--- src/rtl/mlp_seq_pkg.sv ---
// Shared constants, state encoding and width helpers for the MLP feature sequencer.
package mlp_seq_pkg;

  // Cardio dataset defaults
  localparam int CARDIO_WIDTH_A  = 4;
  localparam int CARDIO_NUM_A    = 21;
  localparam int CARDIO_OUTWIDTH = 2;

  localparam int DEF_SETTLE_CYCLES = 8;
  localparam int DEF_CNT_W         = 16;

  typedef logic [1:0] state_t;

  localparam state_t LOAD   = 2'd0;
  localparam state_t SETTLE = 2'd1;
  localparam state_t HOLD   = 2'd2;

  function automatic int idx_width(input int n);
    return (n > 1) ? $clog2(n) : 1;
  endfunction

  function automatic int scnt_width(input int s);
    return $clog2(s) + 1;
  endfunction

endpackage

--- src/rtl/mlp_feature_sequencer_feature_shift_reg.sv ---
// Indexed slot storage: decodes the write index into per-slot enables and holds the packed vector.
module feature_shift_reg
  import mlp_seq_pkg::*;
#(
  parameter int WIDTH_A = CARDIO_WIDTH_A,
  parameter int NUM_A   = CARDIO_NUM_A,
  parameter int IDX_W   = idx_width(CARDIO_NUM_A)
) (
  input  logic                     clk,
  input  logic                     rst_n,
  input  logic                     we,
  input  logic [IDX_W-1:0]         idx,
  input  logic [WIDTH_A-1:0]       din,
  output logic [NUM_A*WIDTH_A-1:0] inp
);

  logic [NUM_A-1:0] slot_we;

  always_comb begin
    slot_we = '0;
    for (int i = 0; i < NUM_A; i++) begin
      slot_we[i] = we && (idx == IDX_W'(i));
    end
  end

  // Slots are only overwritten, never cleared, so stale values persist across samples.
  always_ff @(posedge clk or negedge rst_n) begin
    if (!rst_n) begin
      inp <= '0;
    end else begin
      for (int i = 0; i < NUM_A; i++) begin
        if (slot_we[i]) inp[i*WIDTH_A +: WIDTH_A] <= din;
      end
    end
  end

endmodule

--- src/rtl/mlp_feature_sequencer.sv ---
// Clocked front end for the combinational MLP classifier: loads features, waits for the
// classifier to settle, then returns the class over a valid/ready result channel.
module mlp_feature_sequencer
  import mlp_seq_pkg::*;
#(
  parameter int WIDTH_A       = CARDIO_WIDTH_A,
  parameter int NUM_A         = CARDIO_NUM_A,
  parameter int OUTWIDTH      = CARDIO_OUTWIDTH,
  parameter int SETTLE_CYCLES = DEF_SETTLE_CYCLES,
  parameter int CNT_W         = DEF_CNT_W
) (
  input  logic                     clk,
  input  logic                     rst_n,
  input  logic                     feat_valid,
  input  logic [WIDTH_A-1:0]       feat_data,
  output logic                     feat_ready,
  output logic [NUM_A*WIDTH_A-1:0] inp,
  input  logic [OUTWIDTH-1:0]      cls_in,
  output logic                     res_valid,
  output logic [OUTWIDTH-1:0]      res_class,
  input  logic                     res_ready,
  output logic                     busy,
  output logic [CNT_W-1:0]         sample_cnt
);

  localparam int IDX_W  = idx_width(NUM_A);
  localparam int SCNT_W = scnt_width(SETTLE_CYCLES);

  generate
    if (SETTLE_CYCLES < 1) begin : g_bad_settle
      $error("mlp_feature_sequencer: SETTLE_CYCLES must be >= 1");
    end
  endgenerate

  state_t             state;
  state_t             nxt;
  logic [IDX_W-1:0]   idx;
  logic [SCNT_W-1:0]  scnt;
  logic               accept;
  logic               last_beat;
  logic               res_take;

  assign accept    = feat_valid && feat_ready;
  assign last_beat = accept && (idx == IDX_W'(NUM_A - 1));
  assign res_take  = res_valid && res_ready;
  assign busy      = !((state == LOAD) && (idx == '0));

  always_comb begin
    nxt = state;
    case (state)
      LOAD:    if (last_beat) nxt = SETTLE;
      SETTLE:  if (scnt == '0) nxt = HOLD;
      HOLD:    if (res_take) nxt = LOAD;
      default: nxt = LOAD;
    endcase
  end

  // feat_ready requires a full cycle in LOAD, which creates the bubble after a result handshake.
  always_ff @(posedge clk or negedge rst_n) begin
    if (!rst_n) begin
      state      <= LOAD;
      idx        <= '0;
      scnt       <= '0;
      feat_ready <= 1'b0;
      res_valid  <= 1'b0;
      res_class  <= '0;
      sample_cnt <= '0;
    end else begin
      state      <= nxt;
      feat_ready <= (state == LOAD) && (nxt == LOAD);
      res_valid  <= (nxt == HOLD);
      if (accept) idx <= last_beat ? '0 : idx + IDX_W'(1);
      if (last_beat) begin
        scnt <= SCNT_W'(SETTLE_CYCLES - 1);
      end else if ((state == SETTLE) && (scnt != '0)) begin
        scnt <= scnt - SCNT_W'(1);
      end
      if ((state == SETTLE) && (scnt == '0)) res_class <= cls_in;
      if (res_take) sample_cnt <= sample_cnt + CNT_W'(1);
    end
  end

  feature_shift_reg #(
    .WIDTH_A (WIDTH_A),
    .NUM_A   (NUM_A),
    .IDX_W   (IDX_W)
  ) u_shift (
    .clk   (clk),
    .rst_n (rst_n),
    .we    (accept),
    .idx   (idx),
    .din   (feat_data),
    .inp   (inp)
  );

endmodule

--- config.mk ---
export PLATFORM = sky130hd
export DESIGN_NAME = mlp_feature_sequencer
export DESIGN_NICKNAME = d
export VERILOG_FILES = /design/src/rtl/mlp_seq_pkg.sv /design/src/rtl/mlp_feature_sequencer_feature_shift_reg.sv /design/src/rtl/mlp_feature_sequencer.sv
export SDC_FILE = /design/constraint.sdc
export NUM_CORES = 1
export LEC_CHECK = 0
export ABC_AREA = 1
export CAP_MARGIN = 20
export CELL_PAD_IN_SITES_DETAIL_PLACEMENT = 0
export CELL_PAD_IN_SITES_GLOBAL_PLACEMENT = 1
export CORE_MARGIN = 8
export CORE_UTILIZATION = 35
export CTS_BUF_LIST = sky130_fd_sc_hd__clkbuf_8
export DETAILED_ROUTE_END_ITERATION = 8
export PLACE_DENSITY_LB_ADDON = 0.1
export SYNTH_ARGS = -nofsm -noshare
export SYNTH_HDL_FRONTEND = slang
export SYNTH_SLANG_ARGS = --single-unit
--- constraint.sdc ---
create_clock -name clk -period 1.45 [get_ports clk]
set_input_delay 0.29 -clock clk [delete_from_list [all_inputs] [get_ports clk]]
set_output_delay 0.29 -clock clk [all_outputs]
set_load 0.05 [all_outputs]
# == Yosys cells after proc, flatten, opt, wreduce, memory -nomap -nowiden ==
# Cells that the tools add are included.
# word_totals
output_inout_bits,105
in_bits,10
wordCells,95
register_bits,115
# classes
n_reduce_logical,34
n_eq_ne,23
add_sub_neg,3
mux,7
# op_table
op,count
"== test 5 x 4 -> 1 bit, second input constant",8
logical AND 1 bit,27
"== test 5 bit, second input constant",5
"== test 5 x 3 -> 1 bit, second input constant",4
"adder 16 x 1 -> 16 bit, second input constant",1
"== test 5 x 2 -> 1 bit, second input constant",2
2-to-1 mux 4 bit,2
2-to-1 mux 2 bit,3
one-hot mux 2 bit (3 select lines),1
"adder 5 x 1 -> 5 bit, second input constant",1
"== test 5 x 1 -> 1 bit, second input constant",1
logical NOT 5 bit,1
2-to-1 mux 5 bit,1
"== test 2 bit, second input constant",2
logical NOT 2 bit,2
logical NOT 4 bit,1
nonzero test 4 bit,1
"subtractor 4 x 1 -> 4 bit, second input constant",1
"== test 2 x 1 -> 1 bit, second input constant",1
nonzero test 2 bit,1
logical NOT 1 bit,1

# == Logic depth before layout (Yosys ltp) ==
# Gate-level depths: netlist of the first run.
# depth
depth_word,6
ltp_mapped,8
mapped_depth_nobuf,8

# == Hierarchy ==
# From an unflattened synthesis of the first run, not the netlist that was laid out.
# hier_totals
cells_unflattened,602
area_unflattened_um2,5057.4
# by_module_without_submodules
module,n_inst,seq_area_each_um2,area_each_um2,cells_each
feature_shift_reg,1,2102.0,3493.4,412
mlp_feature_sequencer,1,775.7,1564.0,190

# == Least setup slack after synthesis of the first run ==
# OpenSTA, ideal clock, no wires.
# synth_path
path_kind,register to register
start,register sample_cnt[0]
end,register sample_cnt[10]
t_arrival_ps,1671
synth_period_minus_slack_ps,1813
path_stages_with_launch,6
path_slack_ps,-363
n_path_buf,0
setup_time_ps,142
cell_sequence,dfrtp_1 -> ha_1 -> nand3_1 -> nor3_1 -> nand2_1 -> xnor2_1
# synth_via
elab_chain_len,1
# synth_lines
element,line,text
"start, declared",mlp_feature_sequencer.sv:23,output logic [CNT_W-1:0] sample_cnt
"start signal, assigned",mlp_feature_sequencer.sv:79,if (res_take) sample_cnt <= sample_cnt + CNT_W'(1);
adder 16 x 1 -> 16 bit,mlp_feature_sequencer.sv:79,
# Every way passes these cells.
# A chain may end at the register's enable or synchronous reset.

# == Worst setup path in the final report of the first run ==
# layout_path
start,register idx[1]
end,output port busy
# layout_via
elab_chain_len,3
# layout_lines
element,line,text
"start, declared",mlp_feature_sequencer.sv:37,logic [IDX_W-1:0] idx;
"start signal, assigned",mlp_feature_sequencer.sv:72,if (accept) idx <= last_beat ? '0 : idx + IDX_W'(1);
logical NOT 5 bit,mlp_feature_sequencer.sv:46,assign busy = !((state == LOAD) && (idx == '0));
logical AND 1 bit,mlp_feature_sequencer.sv:46,
logical NOT 1 bit,mlp_feature_sequencer.sv:46,
"end, declared",mlp_feature_sequencer.sv:22,"output logic busy,"
# Every way passes these cells.

==> run summary, run 1 <==
The starting density of the core came out at 0.353. The number of vias per cell after detailed routing works out to 4.66. The critical path goes through inv_2 -> ha_4 -> nand4_1 -> buf_12. The delay of the slowest cell on the worst path is 390 ps.

During synthesis, Yosys emitted a total of 0 warnings. The tightest hold path in the finished design has a slack of 325 ps. TritonCTS built the clock tree. The synthesized netlist occupies a cell area of 4600 um2. The checks that failed: setup timing. Leaving out fill and tap cells, the most frequent cells in the layout are nand2_1, buf_12, dfrtp_1.

Once detail routing completed, the nets flagged for antenna violations numbered 0. After synthesis, the netlist uses 25 different library cells. 0 antenna diodes ended up in the layout. The average instance in the mapped netlist occupies 9.73 um2. The number of synthesized register bits is 115, and the area share of the largest cell type after synthesis is 0.625.

Summed over all instances, the cell type with the most area after synthesis is dfrtp_1. When the netlist entered floorplanning its net count stood at 490. The run gives 654 as the net total in the final layout.

The residual DRC count was 0; the largest clock skew in the final design was 11.3 ps. The share of the cycle needed by the critical path after routing was 1.15. Wire length of the first global-routing pass: 21.2 mm.

In this run the worst hold path is classified as input pin to async pin. The overall die height is 131 um, and the area of the core region is 13000 um2. Leaving out filler cells and counting taps, the final layout contains 824. The summed area of non-filler cells in the final layout is 7970 um2, and the number of antenna violations at the first check in global routing is 0. The clock net sink count was 115; the total of max-cap violations was 0. Fraction of the core area covered by cells at the end of the flow: 0.612. For the required time at the endpoint of the critical path, the log shows 1160 ps.

The area growth from synthesis to final layout is 73.2%, and the maximum number of pins on one net before global-route repair is 35. The level count of the clock H-tree is 4. The worst setup path is launched from a flop.

The sequential-to-total area share from yosys stat came out at 0.625. The critical path is of the flop to primary output type. For this design, the slowest cell found on the critical path is dfrtp_1. The die covers 17100 um2. In this run the horizontal extent of the chip is 131 um.

For the DRC violation total after the first TritonRoute iteration, the log shows 219. The clock period minus final worst setup slack works out to 1670 ps. The ratio of cells with drive above 1 in the final layout is 0.358, and the detailed-router iteration count before antenna repair is 5. For the I/O pin count, the log shows 115. The logs give 0 for the remaining global-route overflow and 0.796 for the placer congestion estimate. The cell row count was 42. Once placement finished, the instance area stood at 7340 um2. Clock transition at the registers of the reported paths: 70 ps. The final max-slew violation count was 0. The tools report the aggregate global-route resource usage as 0.162.

The detailed-route wire length per cell is 15.9 um. Slack of the worst reg-to-reg path: -30 ps. Timing would allow up to 0.598 GHz.

Actual transition at the worst max-transition pin: 370 ps. Clock latency on the worst-skew pair, taken at its later pin, is 420 ps. The final worst-path setup slack was -221 ps; the number of vias in the routed layout was 3838.

The most common cell after layout, fill and taps aside was nand2_1. The maximum fanout along the worst path was 2. The run finished, with violations left. For this run, the leading register cell type out of synthesis is dfrtp_1.

Setup repair after global routing could not meet its margin everywhere. VDD sags by at most 1.47 mV. The number of placed instances, taps included, is 784.

The wire-length estimate of the detail-placed layout is 9.32 mm. The via count of the first global-routing pass is 3902. The final setup violation count is 5, and the hold violation total from the final report is 0. Input and output buffers added on the ports amount to 114.

Count of flip-flops with a built-in enable after synthesis: 0. Dividing total power by cell area gives a power density of 2520 nW/um2. For the worst-case headroom to the max-slew limit, the log shows 0.753. The tree is rooted in a clkbuf_8. The tools report the fill cell instance count of the final layout as 1094. Clock tree synthesis inserted a total of 17 buffers. For the total wire length, the log shows 13.1 mm.

Ranked by total cell area, the synthesized netlist is headed by dfrtp_1, nand2_1, o21ai_0. The analysis attributes to cell leakage a power of 0.00366 uW. The tools report the critical path endpoint category as a primary output. The deepest clock path buffer count is 2, and the synthesized netlist cell count is 473. The async set-reset flop share out of synthesis was 1.00; the arrival time at the worst endpoint was 1380 ps.
==> worst max-delay path, delay by kind of cell, from the launching register on <==
family                     cells  cell delay (ps)
and+or+nand+nor                1              140
adders and majority gates      1              150
buffers and inverters          2              270
DFF                            1              390
==> power by group <==
part	total (uW)	internal [uW]	leakage, uW	switching, uW
sequential	5860	4460	0.00146	1390
clock	2640	1430	0.000199	1210
combinational	11600	5360	0.00201	6220
==> through the flow <==
stage / setup TNS [ps] / setup slack (ps) / total power [uW]
finish: -302 / -221 / 20100
global route: -862 / -293 / 21100
CTS: -240 / -240 / 19900
detailed placement: -22030 / -342 / 17000
global placement: -19330 / -296 / 16900
floorplan: 0 / 3.35 / 10800
==> area by class of cell <==
cell class	count	area, um2	area share
Sequential cell	115	2890	0.363
Inverter	32	126	0.0159
Tap cell	176	220	0.0276
Multi-Input combinational cell	316	1790	0.224
Clock buffer	20	275	0.0345
Timing Repair Buffer	155	2600	0.326
Clock inverter	10	70.1	0.00879
==> logic make-up after synthesis <==
logic type                 count (synthesis)  share of synthesized area
AOI/OAI and AO/OA                         95                      0.109
xor gates and xnor gates                  11                     0.0209
adders and majority gates                  7                     0.0190
buffers and inverters                     42                     0.0367
DFF                                      115                      0.625
and+or+nand+nor                          203                      0.189
==> final timing paths <==
kind                            depth (start not counted)              end  startpoint
worst max-delay path                                    4             busy      idx[1]
worst min-delay path                                    2  u_shift.inp[61]       rst_n
worst max register to register                          9  u_shift.inp[60]      idx[1]
worst min register to register                          2          scnt[0]     scnt[0]
max in group asynchronous                               3  u_shift.inp[58]       rst_n
min in group clk                                        3     res_class[0]   cls_in[0]
==> routing by layer <==
layer,wire [um],share of wire,global-route usage,vias to the layer above
li1,-,-,-,1887
met1,5720,0.44,0.206,1844
met2,6240,0.48,0.250,95
met3,965,0.074,0.0572,12
met4,153,0.012,0.0608,0
met5,0,0,0,-
==> Yosys cell counts (4+ instances only) <==
master	n
nand2_1	130
dfrtp_1	115
o21ai_0	80
inv_1	29
nand3_1	25
nor2_1	24
clkbuf_1	8
a21oi_1	7
ha_1	7
nand4_1	7
nor3_1	7
xor2_1	6
o21ai_2	5
xnor2_1	5
nand3_2	4
==> sequential cells by signal (all words and copies together), names as in the netlist <==
name / cells
sample_cnt: 16
state: 2
feat_ready: 1
idx: 5
scnt: 4
res_valid: 1
res_class: 2
u_shift.inp: 84
==> repair_timing <==
action,in CTS,in global routing
setup endpoints to repair,35,75
hold endpoints to repair,19,0
resized for setup,14,37
cloned,0,0
hold buffers,1,0
pin swaps,2,8
setup buffers,7,2
Note: power is estimated with default switching activity, not from simulation.
==> inputs of run 2 (changes only) <==
--- a/config.mk
+++ b/config.mk
@@ -7,13 +7,13 @@
 export LEC_CHECK = 0
 export ABC_AREA = 1
 export CAP_MARGIN = 20
-export CELL_PAD_IN_SITES_DETAIL_PLACEMENT = 0
-export CELL_PAD_IN_SITES_GLOBAL_PLACEMENT = 1
+export CORE_ASPECT_RATIO = 1.5
 export CORE_MARGIN = 8
-export CORE_UTILIZATION = 35
+export CORE_UTILIZATION = 40
 export CTS_BUF_LIST = sky130_fd_sc_hd__clkbuf_8
 export DETAILED_ROUTE_END_ITERATION = 8
-export PLACE_DENSITY_LB_ADDON = 0.1
+export PLACE_DENSITY = 0.7
+export REMOVE_ABC_BUFFERS = 1
 export SYNTH_ARGS = -nofsm -noshare
 export SYNTH_HDL_FRONTEND = slang
 export SYNTH_SLANG_ARGS = --single-unit
==> run 2 against run 1 <==
  * The flow still finishes with violations (setup timing)
  * Die area decreased by 11%
  * Sequential share of layout area fell by 0.16 points
  * Global-route usage increased by 2.3 points
  * Via count grew 5.2%
  * Critical path depth fell by 1
  * Largest power group unchanged
  * Highest routed layer unchanged
==> run summary, run 2 (synthesized netlist as in run 1, its figures left out) <==
The largest clock skew in the final design was 9.82 ps (-1.50 ps). The delay of the slowest cell on the worst path is 480 ps (+90 ps). Busiest layer in global routing: met2. The met2 global-route usage is 0.334 (+0.0838), and the clock period minus final worst setup slack is 1670 ps (+2.02 ps). For the total of max-cap violations, the log shows 0 (unchanged). Detailed-route wire length per cell: 17.9 um (+13%).

For the remaining antenna violation count, the log shows 0 (unchanged). Setup repair after global routing could not meet its margin everywhere. The slowest stage of the critical path is the dfrtp_2 cell. The routing usage on met1 came out at 0.196 (-0.00931).

The via count of the first global-routing pass came out at 4193 (+7.5%). The largest registers in the layout are u_shift.inp x84, sample_cnt x16, idx x5. The worst-case headroom to the max-slew limit was 0.795 (+0.0417); the actual transition at the worst max-transition pin was 307 ps (-62.8 ps). Area of the core region: 11400 um2 (-13%). The logs give 22.2 mm (+5.0%) for the wire length of the first global-routing pass and 0.581 (+0.004) for the combinational share of power. Leaving out fill and tap cells, the most frequent cells in the layout are nand2_1, dfrtp_1, buf_12.

More flip-flops sit in one register than any other, and that register is u_shift.inp. For the internal portion of total power, the log shows 11200 uW (-0.20%). The deepest clock path buffer count is 2 (unchanged).

The tools report the share of total power in the clock network as 0.127 (-0.004). The highest clock rate is 0.598 GHz (-0.12%), and the power density over the cells is 2550 nW/um2 (+1.3%). Share of total power consumed by net switching: 0.448 (+0.00912).

Residual DRC count: 0 (unchanged). The required time at the endpoint of the critical path was 1160 ps (about the same); the final max-slew violation count was 0 (unchanged). The net total in the final layout is 654 (unchanged). The full die area is 15300 um2 (-11%).

The number of antenna violations at the first check in global routing is 0 (unchanged), and the maximum resistive drop on vdd is 1.58 mV (+7.8%). The fraction of met3 tracks used by global routing was 0.0552 (-0.00199). Relative to the synthesized area, the layout overhead comes to 73.5%. The ratio of cells with drive above 1 in the final layout was 0.360 (+0.00210). The final setup violation count is 4 (-1), and the total wire length is 14.3 mm (+9.3%).

The DRC violation total after the first TritonRoute iteration was 229 (+4.6%); the placer congestion estimate was 0.853 (+7.2%). The number of vias per cell after detailed routing was 5.07 (+8.7%). The clock net sink count was 115 (unchanged); the detailed-router iteration count before antenna repair was 5 (unchanged).

The arrival time at the worst endpoint is 1380 ps (about the same). The number of flip-flops under the largest register name works out to 84 (unchanged). The number of vias in the routed layout was 4037 (+5.2%).

The clock buffer count from CTS came out at 17 (unchanged). Leaving out fill and tap cells, the most frequent cell in the layout is nand2_1. The depth of the worst register-to-register path was 9 (unchanged). The tools report the post-route setup TNS as -230 ps (+72.3 ps). The checks that failed: setup timing. Kind of path behind the tightest hold check: input pin to async pin.

The worst register-to-register path ends at u_shift.inp[63]. The area of all sequential standard cells is 2880 um2 (-0.30%). For the final worst-path setup slack, the log shows -223 ps (-2.02 ps). The reg-to-reg startpoint was idx[1]. The tools report the slack of the worst reg-to-reg path as 0 ps (+30 ps). The flow ran to the end, but the final reports show violations. The fill cell instance count of the final layout is 754 (-31%).

The worst setup path is captured at a primary output. The post-route total power came out at 20400 uW (+1.5%). The die extent in x is 104 um (-21%), and the maximum number of pins on one net before global-route repair is 46 (+31%). The level count of the clock H-tree is 4 (unchanged), and the share of the cycle needed by the critical path after routing is 1.15 (+0.00140). The remaining global-route overflow came out at 0 (unchanged). The run gives 115 (unchanged) as the I/O pin count. The tree is rooted in a clkbuf_8. The power dissipated by switching net loads came out at 9130 uW (+3.6%). Half-perimeter wire length after placement: 9.97 mm (+6.9%).

The maximum fanout along the worst path was 6 (+4); the fraction of power consumed by sequential logic was 0.292 (about the same). The number of port buffers works out to 114 (unchanged). The starting density of the core was 0.405 (+0.0523); the overall die height was 147 um (+13%). The hold violation total from the final report was 0 (unchanged). The total area of multi-input combinational cells was 1860 um2 (+3.8%). The type of the worst setup path is flop to primary output. The tools report the later-pin clock latency in the skew report as 430 ps (about the same). The aggregate global-route resource usage is 0.185 (+0.0228), and the number of diodes is 0 (unchanged).

The clock transition at the registers of the reported paths came out at 60 ps (about the same). The tools report the leakage power as 0.00363 uW (-0.90%). STA classifies the critical path startpoint as a flop.

Cell row count: 48 (+14%). TritonCTS built the clock tree. Walking the worst path, the cells encountered are nor2_4 -> nand4_1 -> buf_6.
==> run 2: how the worst max path moves through the flow <==
stage,end,start,slack (ps),depth (start not counted)
floorplan,sample_cnt[10],sample_cnt[0],-360,5
global placement,u_shift.inp[58],feat_valid,-220,7
detailed placement,u_shift.inp[6],feat_valid,-280,7
CTS,busy,idx[1],-210,4
global route,busy,state[0],-340,3
finish,busy,idx[2],-220,3
==> run 2: power by group through the flow <==
stage | sequential [uW] | clock [uW] | combinational (uW)
final | 5950 | 2580 | 11800
after global routing | 6090 | 2760 | 12400
after CTS | 5900 | 2630 | 11300
after detailed placement | 5950 | 0 | 11000
after global placement | 5900 | 0 | 10800
after floorplan | 9020 | 0 | 1670
==> run 2: timing repair <==
item,CTS,global route
hold buffers,1,0
cloned,0,1
hold endpoints to repair,18,0
endpoints found under the setup margin,27,83
setup buffers,8,2
gates resized for setup,12,72
pin swaps,1,7
==> run 2: metrics by stage <==
stage | hold WS, ps | util | cells | worst slack (ps) | cell area (um2)
2_1_floorplan | -5.59 | - | 463 | -363 | 4550
3_3_place_gp | 197 | 0.635 | 756 | -222 | 7210
3_5_place_dp | 198 | 0.635 | 756 | -281 | 7210
4_1_cts | 275 | 0.674 | 794 | -209 | 7660
5_1_grt | 309 | 0.703 | 797 | -338 | 7980
6_report | 295 | 0.703 | 797 | -223 | 7980
==> run 2: worst max-delay path, delay by kind of cell, from the launching register on <==
family,cells,cell delay (ps)
flops,1,480
buf+inv,1,180
simple gates,2,290
==> run 2: area by class of cell <==
cell class              count  share of cell area
inverters                  32              0.0161
repair inverters            1            0.000784
repair buffers            154               0.324
clock buffers              19              0.0328
multi-input cells         316               0.233
well taps                 150              0.0235
flip-flops and latches    115               0.361
clock inverters            10             0.00893
==> run 2: per-layer routing <==
| layer | wire (um) | part of all wire | vias to the layer above |
|---|---|---|---|
| met4 | 324 | 0.023 | 0 |
| met2 | 8030 | 0.56 | 135 |
| met3 | 749 | 0.052 | 26 |
| li1 | - | - | 1882 |
| met5 | 0 | 0 | - |
| met1 | 5200 | 0.36 | 1994 |
